===== src/rtl/iq_decimator.sv =====
// Complex (I/Q) decimator by RATIO with runtime-selectable pick / average modes.
// Optional feature macro: IQ_DECIM_ROUND_EN (round half up in average mode;
// floor when undefined).
module iq_decimator #(
  parameter int unsigned DATA_W = 32,
  parameter int unsigned RATIO  = 32,
  parameter int unsigned PHASE  = 0,
  parameter int unsigned CNT_W  = $clog2(RATIO)
) (
  input  logic                     clock,
  input  logic                     rst_n,
  input  logic                     clear,
  input  logic                     mode,
  input  logic                     in_valid,
  input  logic signed [DATA_W-1:0] in_real,
  input  logic signed [DATA_W-1:0] in_imag,
  output logic                     out_valid,
  output logic signed [DATA_W-1:0] out_real,
  output logic signed [DATA_W-1:0] out_imag,
  output logic [CNT_W-1:0]         frame_phase
);

  localparam int unsigned ACC_W = DATA_W + CNT_W;
  localparam logic [CNT_W-1:0] LastCnt = CNT_W'(RATIO - 1);
  localparam logic [CNT_W-1:0] PickCnt = CNT_W'(PHASE);

  logic [CNT_W-1:0]         cnt_q, cnt_d;
  logic                     mode_q, mode_d;
  logic signed [ACC_W-1:0]  acc_r_q, acc_r_d, acc_i_q, acc_i_d;
  logic                     valid_q, valid_d;
  logic signed [DATA_W-1:0] out_r_q, out_r_d, out_i_q, out_i_d;

  logic                     frame_start, frame_last, mode_eff;
  logic signed [ACC_W-1:0]  ext_r, ext_i, sum_r, sum_i, fin_r, fin_i;
  logic                     unused_lsb;

  // Frame decode, sign extension, running sums and the scaled average
  always_comb begin
    frame_start = (cnt_q == '0);
    frame_last  = (cnt_q == LastCnt);
    // The first sample of a frame already uses the freshly selected mode
    mode_eff    = frame_start ? mode : mode_q;
    ext_r       = {{CNT_W{in_real[DATA_W-1]}}, in_real};
    ext_i       = {{CNT_W{in_imag[DATA_W-1]}}, in_imag};
    sum_r       = frame_start ? ext_r : acc_r_q + ext_r;
    sum_i       = frame_start ? ext_i : acc_i_q + ext_i;
`ifdef IQ_DECIM_ROUND_EN
    fin_r       = sum_r + (ACC_W'(1) << (CNT_W - 1));
    fin_i       = sum_i + (ACC_W'(1) << (CNT_W - 1));
`else
    fin_r       = sum_r;
    fin_i       = sum_i;
`endif
  end

  // Bits below the binary point are dropped by the divide-by-RATIO slice
  assign unused_lsb = ^{fin_r[CNT_W-1:0], fin_i[CNT_W-1:0]};

  // Next-state: clear wins over in_valid; idle cycles only drop the strobe
  always_comb begin
    cnt_d   = cnt_q;
    mode_d  = mode_q;
    acc_r_d = acc_r_q;
    acc_i_d = acc_i_q;
    valid_d = 1'b0;
    out_r_d = out_r_q;
    out_i_d = out_i_q;
    if (clear) begin
      cnt_d   = '0;
      mode_d  = mode;
      acc_r_d = '0;
      acc_i_d = '0;
    end else if (in_valid) begin
      cnt_d   = frame_last ? '0 : cnt_q + CNT_W'(1);
      mode_d  = mode_eff;
      acc_r_d = sum_r;
      acc_i_d = sum_i;
      if (!mode_eff && (cnt_q == PickCnt)) begin
        valid_d = 1'b1;
        out_r_d = in_real;
        out_i_d = in_imag;
      end else if (mode_eff && frame_last) begin
        // Slice at CNT_W is the arithmetic shift by CNT_W, low DATA_W bits
        valid_d = 1'b1;
        out_r_d = fin_r[CNT_W +: DATA_W];
        out_i_d = fin_i[CNT_W +: DATA_W];
      end
    end
  end

  // State registers with asynchronous active-low reset
  always_ff @(posedge clock or negedge rst_n) begin
    if (!rst_n) begin
      cnt_q   <= '0;
      mode_q  <= 1'b0;
      acc_r_q <= '0;
      acc_i_q <= '0;
      valid_q <= 1'b0;
      out_r_q <= '0;
      out_i_q <= '0;
    end else begin
      cnt_q   <= cnt_d;
      mode_q  <= mode_d;
      acc_r_q <= acc_r_d;
      acc_i_q <= acc_i_d;
      valid_q <= valid_d;
      out_r_q <= out_r_d;
      out_i_q <= out_i_d;
    end
  end

  assign out_valid   = valid_q;
  assign out_real    = out_r_q;
  assign out_imag    = out_i_q;
  assign frame_phase = cnt_q;

endmodule

===== config.mk =====
export PLATFORM = sky130hd
export DESIGN_NAME = iq_decimator
export DESIGN_NICKNAME = d
export VERILOG_FILES = /design/src/rtl/iq_decimator.sv
export SDC_FILE = /design/constraint.sdc
export NUM_CORES = 1
export LEC_CHECK = 0
export CAP_MARGIN = 20
export CELL_PAD_IN_SITES_DETAIL_PLACEMENT = 0
export CELL_PAD_IN_SITES_GLOBAL_PLACEMENT = 1
export CORE_ASPECT_RATIO = 1.1
export CORE_MARGIN = 5
export CORE_UTILIZATION = 43
export CTS_CLUSTER_SIZE = 14
export DETAILED_ROUTE_END_ITERATION = 10
export MAX_ROUTING_LAYER = met4
export PLACE_DENSITY = 0.81
export SETUP_SLACK_MARGIN = 0.15
export SYNTH_ARGS = -nofsm -noshare
export SYNTH_HDL_FRONTEND = slang
export SYNTH_SLANG_ARGS = --single-unit

===== constraint.sdc =====
create_clock -name clock -period 4 [get_ports clock]
set_input_delay 0.4 -clock clock [delete_from_list [all_inputs] [get_ports clock]]
set_output_delay 0.4 -clock clock [all_outputs]
set_load 0.01 [all_outputs]

[Word-level counts from Yosys, hierarchy flattened]
Index checks and enable logic that the tools add are counted.
Widths: inputs -> output; s select.
Storage, ports and cells
  register bits: 145
  input port bits: 69
  output and inout bits: 70
  logic and storage cells: 39
Operators by class
  add/sub/neg operators: 3
  equality and inequality tests: 1
  mux-type cells: 20
  bitwise logic cells: 1
  reductions and logical operators: 7
Operators by type and width (count)
  $mux 37: 6
  $mux 32: 4
  $add 37x32->37: 2
  $mux 5: 3
  $mux 1: 7
  $add 5x1->5 const B: 1
  $eq 5x5->1 const B: 1
  $logic_not 5->1: 1
  $reduce_bool 2->1: 2
  $reduce_and 3->1: 1
  $logic_and 1x1->1: 2
  $logic_not 1->1: 1
  $not 1->1: 1

[Logic depth before layout (Yosys ltp)]
  word-level depth: 7
  depth in mapped cells: 13
  mapped depth without buffers: 13

[Worst setup path before layout]
OpenSTA, ideal clock, no wires.
  path kind: in2reg
  start point: input port in_imag[0]
  end point: register acc_i_q[34]
  library setup time: 0.142 ns
  arrival time: 3.267 ns
  required time: 3.858 ns
  slack: 0.591 ns
  cell stages on the path: 13
  buffers on the path: 0
  cell sequence: ha_1 > fa_1 > a21o_1 > a21oi_2 > o21ai_2 > a311o_1 > a2111oi_4 > nor3_2 > o21ai_4 > nor3_1 > a2111oi_2 > xor2_1 > a31oi_1
Between the ends
  word-level cells in the longest chain between the ends: 4
RTL lines
  start, declared: RTL line 16  | input logic signed [DATA_W-1:0] in_imag,
  $add 37x32->37: RTL line 46  | sum_i = frame_start ? ext_i : acc_i_q + ext_i;
  $mux 37: RTL line 46
  $mux 37: RTL line 73  | end else if (in_valid) begin
  $mux 37: RTL line 68  | if (clear) begin
  end signal, assigned: RTL line 105  | acc_i_q <= acc_i_d;
  end, declared: RTL line 29  | logic signed [ACC_W-1:0] acc_r_q, acc_r_d, acc_i_q, acc_i_d;
No other way between the ends. The select of a mux whose other input is x is not followed.
A chain may end at the register's enable or synchronous reset.

[Worst setup path after layout]
  start point: input port in_imag[0]
  end point: register out_i_q[31] (netlist: out_imag[31])
Between the ends
  word-level cells in the longest chain between the ends: 4
RTL lines
  $add 37x32->37: RTL line 46
  $mux 37: RTL line 46
  $mux 32: RTL line 82  | end else if (mode_eff && frame_last) begin
  $mux 32: RTL line 78  | if (!mode_eff && (cnt_q == PickCnt)) begin
  end signal, assigned: RTL line 108  | out_i_q <= out_i_d;
  end, declared: RTL line 31  | logic signed [DATA_W-1:0] out_r_q, out_r_d, out_i_q, out_i_d;
No other way between the ends. The select of a mux whose other input is x is not followed.

==> run metrics <==
Crit Path Class=in2reg; layout cells sized above 1=0.07319; clock network power share=0.302; Die X-Extent=about 160 um; area leader, netlist=dfrtp_1; pin count of the biggest net entering global routing=99; Final Cycle Share=0.9065; # fillers=2315; Root Buffer=clkbuf_16; synth-to-layout area growth=22.17%; routed wire length per instance=around 19 um; first-pass GRT wire length=roughly 53 mm; Leak=a little under 6 nW; Yosys reg bits=145; mapped cell area=0.01076 sq mm; register area=0.003628 sq mm; top post-synthesis cells by area=dfrtp_1 34%, ha_1 8.7%, a21oi_1 6.0%; CTS tree=yes; Power, Total=between 0.005 and 0.006 W; Hold Fails Final Rpt=0; final setup vio count=0; latest clock arrival within the worst-skew pair=between 400 and 500 ps; CP arrival=between 3000 and 4000 ps; EDFF count, synth=0; most common cell after layout, fill and taps aside=nor2_1; H-Tree Depth=4; Tot GR Track Use=0.2362; worst relative slew slack=0.3089; Clock transition at path regs=60 ps; sequential share of power=0.327; max frequency=275.8 MHz; xor/xnor cell area share of the yosys netlist=0.05130; CP required=roughly 4300 ps; max incr delay on CP=440 ps; initial core utilization=0.4381; Synth async-reset ratio=1.000; Synth Area in Adders=0.09097; core area=about 0.025 sq mm; fin. max-slew vios=0; CP max stage cell=a2111oi_4; post-synthesis sequential area ratio=0.3374; Startpoint Class=input pin; run status=completed; hold_buf cts=0; remaining routing DRC violations=0; maximum VDD drop=~310 uV; Final HPWL DP=between 20 and 25 mm; via count=approximately 10000; Antenna diodes=0; final critical-path required period=~3600 ps; row count=60; Slew @ Worst Pin=~1000 ps; DP Area=~0.013 sq mm; gr ovfl total=0; HP Class=in2async; fin nets=roughly 1600; routed vias/inst=5.822; Synth Area in Compound Gates=0.2794; Design Area, Final=roughly 0.013 sq mm; Synth Net Count=around 1400; die area=roughly 0.028 sq mm; CP top delay family=compound AO/OA/AOI/OAI gates; Simple-Gate Fraction of Synth Area=0.1651; Psw=a little under 0.002 W; Initial DRC Count=720; Placer Congestion=about 0.90; worst path cell trace=clkdlybuf4s50_1 -> ha_1 -> fa_1 -> a21o_1 -> a21oi_2 -> o21ai_2 -> a311o_1 -> a2111oi_4 -> nor3_2 -> o21ai_4 -> buf_4 -> o41ai_2 -> xnor2_1 -> or3_1 -> a31oi_1; skew final=11.84 ps; multi-input logic area=just under 0.007 sq mm; clk sink count=around 150; crit path capture type=flip-flop; Yosys top cell area share=0.3374; first-pass detailed-route iteration total=5; I/O Pins=around 140; vias in the first global route=between 9000 and 10000; switching share of power=0.3383; number of antenna violations at the first check in global routing=0; Gate power share=0.371; Critical Path Fanout Max=3; Int Pwr=between 0.003 and 0.004 W; CTS Buf Count=17; die height=175.9 um; Post-Route WL=~33 mm; Max Root-Sink Buffers=2; main flop type after synthesis=dfrtp_1; Synth Area per Inst=approximately 8.3 sq um; Ys Warns=0; max-cap violations=0; Synth cell types=73; commonest cells after routing, fill and taps aside=165 x nor2_1, 146 x nand2_1, 145 x dfrtp_1; I/O Buffers=138; Power Density=between 400 and 500 mW/mm^2; Buf/Inv on CP=2; mux contribution to synthesized area=0.04048; RSZ-0062 raised after global routing=false; Post-Synthesis Cells=1300; Final ANT Viol Nets=0; largest family of logic cells by synthesized area=compound AO/OA/AOI/OAI gates
kinds of logic (layout without fill, tap and decap cells):
group                      after synthesis  after routing
AOI/OAI and AO/OA                      461            461
adders and majority gates               77             77
buffers and inverters                  101            222
DFF                                    145            145
xor gates and xnor gates                63             63
and+or+nand+nor                        412            412
muxes                                   41             41
final cells by class:
cell class                 count  share of cell area
multi-input combinational   1054              0.5149
clock buffer                  21             0.03580
sequential                   145              0.2761
inverter                      20            0.005713
tap                          310             0.02952
timing repair buffer         172              0.1260
clock inverter                 9             0.01190
state kept, by name, indices dropped and copies added, names as in the netlist:
name         count
acc_i_q         37
acc_r_q         37
out_imag        32
out_real        32
frame_phase      5
mode_q           1
out_valid        1
Yosys cell counts (3+ instances only):
cell / count
a211oi_1: 64
nor3b_1: 4
a31oi_1: 22
nor4_1: 3
a21o_1: 51
mux2_2: 20
inv_1: 17
nor2_1: 166
a21oi_1: 130
and3_1: 10
and2_1: 7
o21ai_1: 24
o21bai_1: 11
ha_1: 75
o22ai_1: 5
dfrtp_1: 145
a31o_2: 3
nand3_1: 15
o211ai_1: 12
xnor2_1: 39
a311oi_1: 18
nand2_1: 147
nand2b_1: 8
nand3b_1: 5
nand4_1: 10
o21ai_0: 66
clkbuf_1: 70
o31ai_1: 4
buf_1: 10
a211o_1: 5
o21a_1: 9
nor3_1: 19
mux2i_1: 21
or3_1: 8
nor2b_1: 5
xor2_1: 24
layer usage:
| layer | share of wire | global-route usage | wire length, um |
|---|---|---|---|
| met1 | 0.48 | 0.3164 | 15810 |
| met2 | 0.46 | 0.3830 | 15160 |
| met3 | 0.044 | 0.03661 | 1464 |
| met4 | 0.014 | 0.04835 | 473 |
| met5 | 0 | - | 0 |
stage by stage:
step                      setup slack, ps    util  std cells  hold WS, ps  TNS [ps]
after floorplan                     591.3       -       1300        104.4         0
after global placement             -1.597  0.5097       1701        458.6    -1.597
after detailed placement           -38.65  0.5097       1701        463.4    -76.47
after CTS                           392.8  0.5353       1731        100.2         0
after global routing                235.3  0.5353       1731        143.9         0
final                               374.1  0.5353       1731        63.60         0
final timing paths:
check / from / to / slack [ps] / cells after the start
hold reg to reg: out_imag[24] / out_imag[24] / 480 / 1
min in group clock: clear / acc_r_q[35] / 440 / 4
hold / removal: rst_n / out_imag[9] / 60 / 1
max in group asynchronous: rst_n / acc_r_q[29] / 3060 / 2
setup reg to reg: acc_i_q[0] / out_imag[31] / 430 / 14
setup / recovery: in_imag[0] / out_imag[31] / 370 / 15
timing repair:
item	CTS	global route
setup buffers	0	0
resized for setup	0	0
endpoints found under the setup margin	0	1
power by group through the flow:
stage | clock network [W] | logic [W] | registers, W
detailed placement | 0 | 0.00214 | 0.00192
finish | 0.00175 | 0.00215 | 0.00189
global route | 0.00183 | 0.00237 | 0.00193
CTS | 0.00178 | 0.00216 | 0.00190
global placement | 0 | 0.00213 | 0.00191
floorplan | 0 | 0.00118 | 0.00198
Power figures use the tool's default switching activity.
==> RTL change 1, RTL diff (same flow settings) <==
Add an input register stage for `clear`, `mode`, `in_valid`, `in_real` and `in_imag`, cleared by the reset; this delays them by one clock. Comments in the files are not updated.
--- a/src/rtl/iq_decimator.sv
+++ b/src/rtl/iq_decimator.sv
@@ -24,6 +24,28 @@
   localparam logic [CNT_W-1:0] LastCnt = CNT_W'(RATIO - 1);
   localparam logic [CNT_W-1:0] PickCnt = CNT_W'(PHASE);
 
+  logic clear_q;
+  logic mode_r;
+  logic in_valid_q;
+  logic signed [DATA_W-1:0] in_real_q;
+  logic signed [DATA_W-1:0] in_imag_q;
+
+  always_ff @(posedge clock or negedge rst_n) begin
+    if (!rst_n) begin
+      clear_q    <= '0;
+      mode_r     <= '0;
+      in_valid_q <= '0;
+      in_real_q  <= '0;
+      in_imag_q  <= '0;
+    end else begin
+      clear_q    <= clear;
+      mode_r     <= mode;
+      in_valid_q <= in_valid;
+      in_real_q  <= in_real;
+      in_imag_q  <= in_imag;
+    end
+  end
+
   logic [CNT_W-1:0]         cnt_q, cnt_d;
   logic                     mode_q, mode_d;
   logic signed [ACC_W-1:0]  acc_r_q, acc_r_d, acc_i_q, acc_i_d;
@@ -39,9 +61,9 @@
     frame_start = (cnt_q == '0);
     frame_last  = (cnt_q == LastCnt);
     // The first sample of a frame already uses the freshly selected mode
-    mode_eff    = frame_start ? mode : mode_q;
-    ext_r       = {{CNT_W{in_real[DATA_W-1]}}, in_real};
-    ext_i       = {{CNT_W{in_imag[DATA_W-1]}}, in_imag};
+    mode_eff    = frame_start ? mode_r : mode_q;
+    ext_r       = {{CNT_W{in_real_q[DATA_W-1]}}, in_real_q};
+    ext_i       = {{CNT_W{in_imag_q[DATA_W-1]}}, in_imag_q};
     sum_r       = frame_start ? ext_r : acc_r_q + ext_r;
     sum_i       = frame_start ? ext_i : acc_i_q + ext_i;
 `ifdef IQ_DECIM_ROUND_EN
@@ -65,20 +87,20 @@
     valid_d = 1'b0;
     out_r_d = out_r_q;
     out_i_d = out_i_q;
-    if (clear) begin
+    if (clear_q) begin
       cnt_d   = '0;
-      mode_d  = mode;
+      mode_d  = mode_r;
       acc_r_d = '0;
       acc_i_d = '0;
-    end else if (in_valid) begin
+    end else if (in_valid_q) begin
       cnt_d   = frame_last ? '0 : cnt_q + CNT_W'(1);
       mode_d  = mode_eff;
       acc_r_d = sum_r;
       acc_i_d = sum_i;
       if (!mode_eff && (cnt_q == PickCnt)) begin
         valid_d = 1'b1;
-        out_r_d = in_real;
-        out_i_d = in_imag;
+        out_r_d = in_real_q;
+        out_i_d = in_imag_q;
       end else if (mode_eff && frame_last) begin
         // Slice at CNT_W is the arithmetic shift by CNT_W, low DATA_W bits
         valid_d = 1'b1;
Check against the original RTL: not equivalent (a bounded check fails within 4 cycles, from zero or initial values and one cycle with rst_n low).
==> RTL change 1 against the original RTL <==
  * Sequential power rose by 41%
  * First-iteration DRC count fell by 3.8%
  * Routed wire length rose by 7.6%
  * Design area rose by 16%
  * Power rose by 23%
  * Sequential cell count rose by 67
  * Area after synthesis rose by 18%
  * Setup slack improved by 0.35 ns
  * Critical endpoint is now acc_i_q[28]
  * Largest cell class unchanged
  * Highest routed layer unchanged
==> RTL change 1: results <==
[hold_path]
min-delay-path-class = "in2reg"

[drt]
viasPerCell = 5.80
drt_pass1_iterations = 6
routed_wirelength_um = 35400
dr.first_iter.drc_count = 693
routed_wire_length_per_instance_um = 18.7

[synth]
area_fraction_in_compound_gates_after_synthesis_pct = 25.0
post_synth_fa_ha_maj_area_fraction_pct = 7.68
syn_avg_cell_area_um2 = 9.05
proportion_of_synthesized_area_in_mux_cells_pct = 4.02
synthesis.nets = 1554
synth_xor_xnor_area_share_pct = 3.44
ys_top_cells_by_area = "dfrtp_1, ha_1, o21ai_0, nor2_1, nand2_1"
netlist_top_cells_count = "dfrtp_1, nor2_1, nand2_1"

[cells_and_area]
non_clock_inverter_count = 39
drive_above_1_share_pct = 5.65
buffers = 155
layout.comb_gates.multi_input = 1075
nNetsFinal = 1654
layout.filler_cells = 2780
final_layout_non_clock_buffer_area_share_pct = 10.1
num-clock-buffers = 34

[power]
power.share.switching_pct = 31.3
leakage_nw = 6.94

[cts]
insertion_delay_to_the_later_sink_of_the_worst_skew_pair_ns = 0.54
cts_max_path_buffers = 3
tritoncts.num_buffers = 25
post_cts_hold_buffer_count = 1
clock_sink_count = 212
htree_num_levels = 1

[placement]
dpl_cell_area_um2 = 14500
final_hpwl_dp_um = 24700
routabilityCongestion = 0.877

[floorplan]
fp.dieW_um = 174

[global_routing]
grt_usage_pct = 21.5
grt_max_degree = 129

[worst_setup_path]
timing.reg2reg.setup_slack_ns = 0.73
cpMaxStageDelayCell = "fa_1"

[timing]
maxClockFrequency_ghz = 0.306

[status]
run_status = "finished clean"
[RTL change 1: cell types whose count changed after synthesis, sizes merged, moves of 7 or more]
cell / delta
nand3: +10
mux2: -11
dfrtp: +67
mux2i: +20
a21oi: -23
nor2: -18
clkbuf: +7
o21ai: +28
nor3: +8
a311oi: +9
xnor2: -9
and4: +7
inv: +19
[RTL change 1: critical path: cells and delay by family (launching register included)]
kind	cells	cell delay [ns]
AOI/OAI and AO/OA	5	1.51
DFF	1	0.39
and+or+nand+nor	3	0.42
adders and majority gates	2	0.67
xor gates and xnor gates	1	0.15
[RTL change 1: per-stage QoR]
stage / total power, W / utilization (%)
3_3_place_gp: 0.00479 / 49.2
5_1_grt: 0.00754 / 52.1
2_1_floorplan: 0.00392 / -
3_5_place_dp: 0.00481 / 49.2
4_1_cts: 0.00721 / 52.1
6_report: 0.00713 / 52.1
[RTL change 1: metal layers]
metal / part of all wire [%] / GRT usage, % / wire length (um)
met1: 47 / 29.1 / 16600
met4: 1.7 / 4.48 / 606
met2: 47 / 34.7 / 16500
met5: 0 / - / 0
met3: 4.8 / 3.29 / 1700
[RTL change 1: worst min path at each step]
stage                      startpoint            end  slack [ns]  cells after the start
after detailed placement  out_imag[5]    out_imag[5]        0.46                      1
after CTS                 in_real[20]  in_real_q[20]        0.28                      1
after global placement    out_real[4]    out_real[4]        0.46                      1
after floorplan                 rst_n     acc_i_q[0]        0.10                      0
after global routing      in_real[20]  in_real_q[20]        0.28                      1
final                     in_real[20]  in_real_q[20]        0.30                      1
[RTL change 1: kinds of logic after synthesis]
| kind of cell | after synthesis |
|---|---|
| AOI/OAI and AO/OA | 479 |
| and+or+nand+nor | 419 |
| DFF | 212 |
| buffers and inverters | 121 |
| adders and majority gates | 77 |
| xor gates and xnor gates | 50 |
| muxes | 50 |
==> RTL change 2, RTL diff (same flow settings) <==
Made on the original files. `RATIO`: 32 -> 16.
--- a/src/rtl/iq_decimator.sv
+++ b/src/rtl/iq_decimator.sv
@@ -3,7 +3,7 @@
 // floor when undefined).
 module iq_decimator #(
   parameter int unsigned DATA_W = 32,
-  parameter int unsigned RATIO  = 32,
+  parameter int unsigned RATIO  = 16,
   parameter int unsigned PHASE  = 0,
   parameter int unsigned CNT_W  = $clog2(RATIO)
 ) (
Ports: changed (resized frame_phase); port bits go from 139 to 138. No check against the original RTL was run, so the function may have changed too.
==> RTL change 2 against the original RTL <==
  * Design area hardly changed
  * Setup slack better by 0.28 ns
  * Routed wire length up 5.6%
  * Area after synthesis grew 2.0%
  * Critical path type unchanged
  * Highest routed layer unchanged
  * Final cell count is 1.8% higher
  * Sequential cell count shrank 3
  * Power fell by 1.9%
==> RTL change 2: results <==
[status]
run_status = "finished clean"

[synth]
ys_top_cells_by_area = "dfrtp_1, ha_1, a21oi_1, nand2_1, nor2_1"
synthesis.nets = 1495
proportion_of_synthesized_area_in_mux_cells_pct = 5.27
netlist_top_cells_count = "nand2_1, nor2_1, dfrtp_1"
area_fraction_in_compound_gates_after_synthesis_pct = 27.7
cells_after_synth = 1352
post_synth_fa_ha_maj_area_fraction_pct = 8.58
synth_xor_xnor_area_share_pct = 4.31

[worst_setup_path]
critical-path-max-stage-delay_ns = 0.51
timing.reg2reg.setup_slack_ns = 0.80
worstSetupStartpoint = "in_imag[0]"
worst-path-max-fanout = 4
worstPathArrival_ns = 3.61
cpMaxStageDelayCell = "clkdlybuf4s50_1"

[power]
worst_ir_drop_vdd_mv = 0.221
combinational_cell_fraction_of_total_power_pct = 38.2
net_switching_w = 0.00203
cellPowerDensity_nw_per_um2 = 432
leakage_nw = 5.93

[cells_and_area]
biggestRegsByFlops = "acc_i_q x36, acc_r_q x36"
final_cells = 1762
non_clock_inverter_count = 28
register_area_um2 = 3550
multiInputGateArea_um2 = 6980
layout.filler_cells = 2449
final-clk-cell-share_pct = 4.49
drive_above_1_share_pct = 5.67
buffers = 155
layout.comb_gates.multi_input = 1091
final_layout_non_clock_buffer_area_share_pct = 11.6
nNetsFinal = 1578

[global_routing]
first_global_vias = 10285
grt_usage_pct = 24.7
gr-usage-met1_pct = 31.7
groute.layer.met2.usage_pct = 39.6
grt_max_degree = 143
gr-usage-met3_pct = 3.97
grt_first_pass_wirelength_um = 55500

[drt]
wl_met2_um = 16400
sum_of_met3_wire_segment_lengths_after_detailed_routing_um = 1570
wl_met1_um = 15700
routed_wire_length_per_instance_um = 19.7
dr.first_iter.drc_count = 671
drt_pass1_iterations = 6
viasPerCell = 5.92

[placement]
placement.io_buffers = 137
routabilityCongestion = 0.914
final_hpwl_dp_um = 24800
numPlacedInstances = 1731
pre_cts_slack_ns = 0.240

[timing]
finClkSkew_ns = 0.0182
worst_slew_margin_rel_pct = 29.9
maxClockFrequency_ghz = 0.299
holdWs_ns = 0.0789

[cts]
ctsRootBufferMaster = "clkbuf_16"
clock_input_transition_at_the_sequential_cells_of_the_worst_setup_and_hold_paths_ns = 0.06
cts_max_path_buffers = 2
clock_sink_count = 142
RTL change 2: changes by cell type after synthesis, sizes merged, moves of 7 or more:
cell / unedited run / this run
nand3: 15 / 26
xnor2: 39 / 32
inv: 18 / 28
nand2: 147 / 162
o21ai: 92 / 109
nor2: 166 / 156
mux2i: 21 / 42
a311oi: 18 / 33
a211oi: 65 / 46
RTL change 2: worst paths after layout:
check,endpoint,depth (start not counted)
max,acc_i_q[34],13
min,out_valid,1
max reg2reg,acc_i_q[34],12
min reg2reg,out_real[14],1
max in group asynchronous,acc_i_q[18],2
min in group clock,out_real[14],1
RTL change 2: through the flow:
step                      instance area, um2  utilization [%]
after floorplan                        11000                -
after global placement                 12500             49.8
after detailed placement               12500             49.8
after CTS                              13100             52.2
after global routing                   13100             52.2
final                                  13100             52.2
RTL change 2: worst reg2reg max path, delay by kind of cell, from the launching register on:
kind / cells / cell delay (ns)
buf+inv: 1 / 0.07
simple gates: 1 / 0.17
compound gates: 8 / 1.86
fa+ha+maj: 2 / 0.60
flops: 1 / 0.35
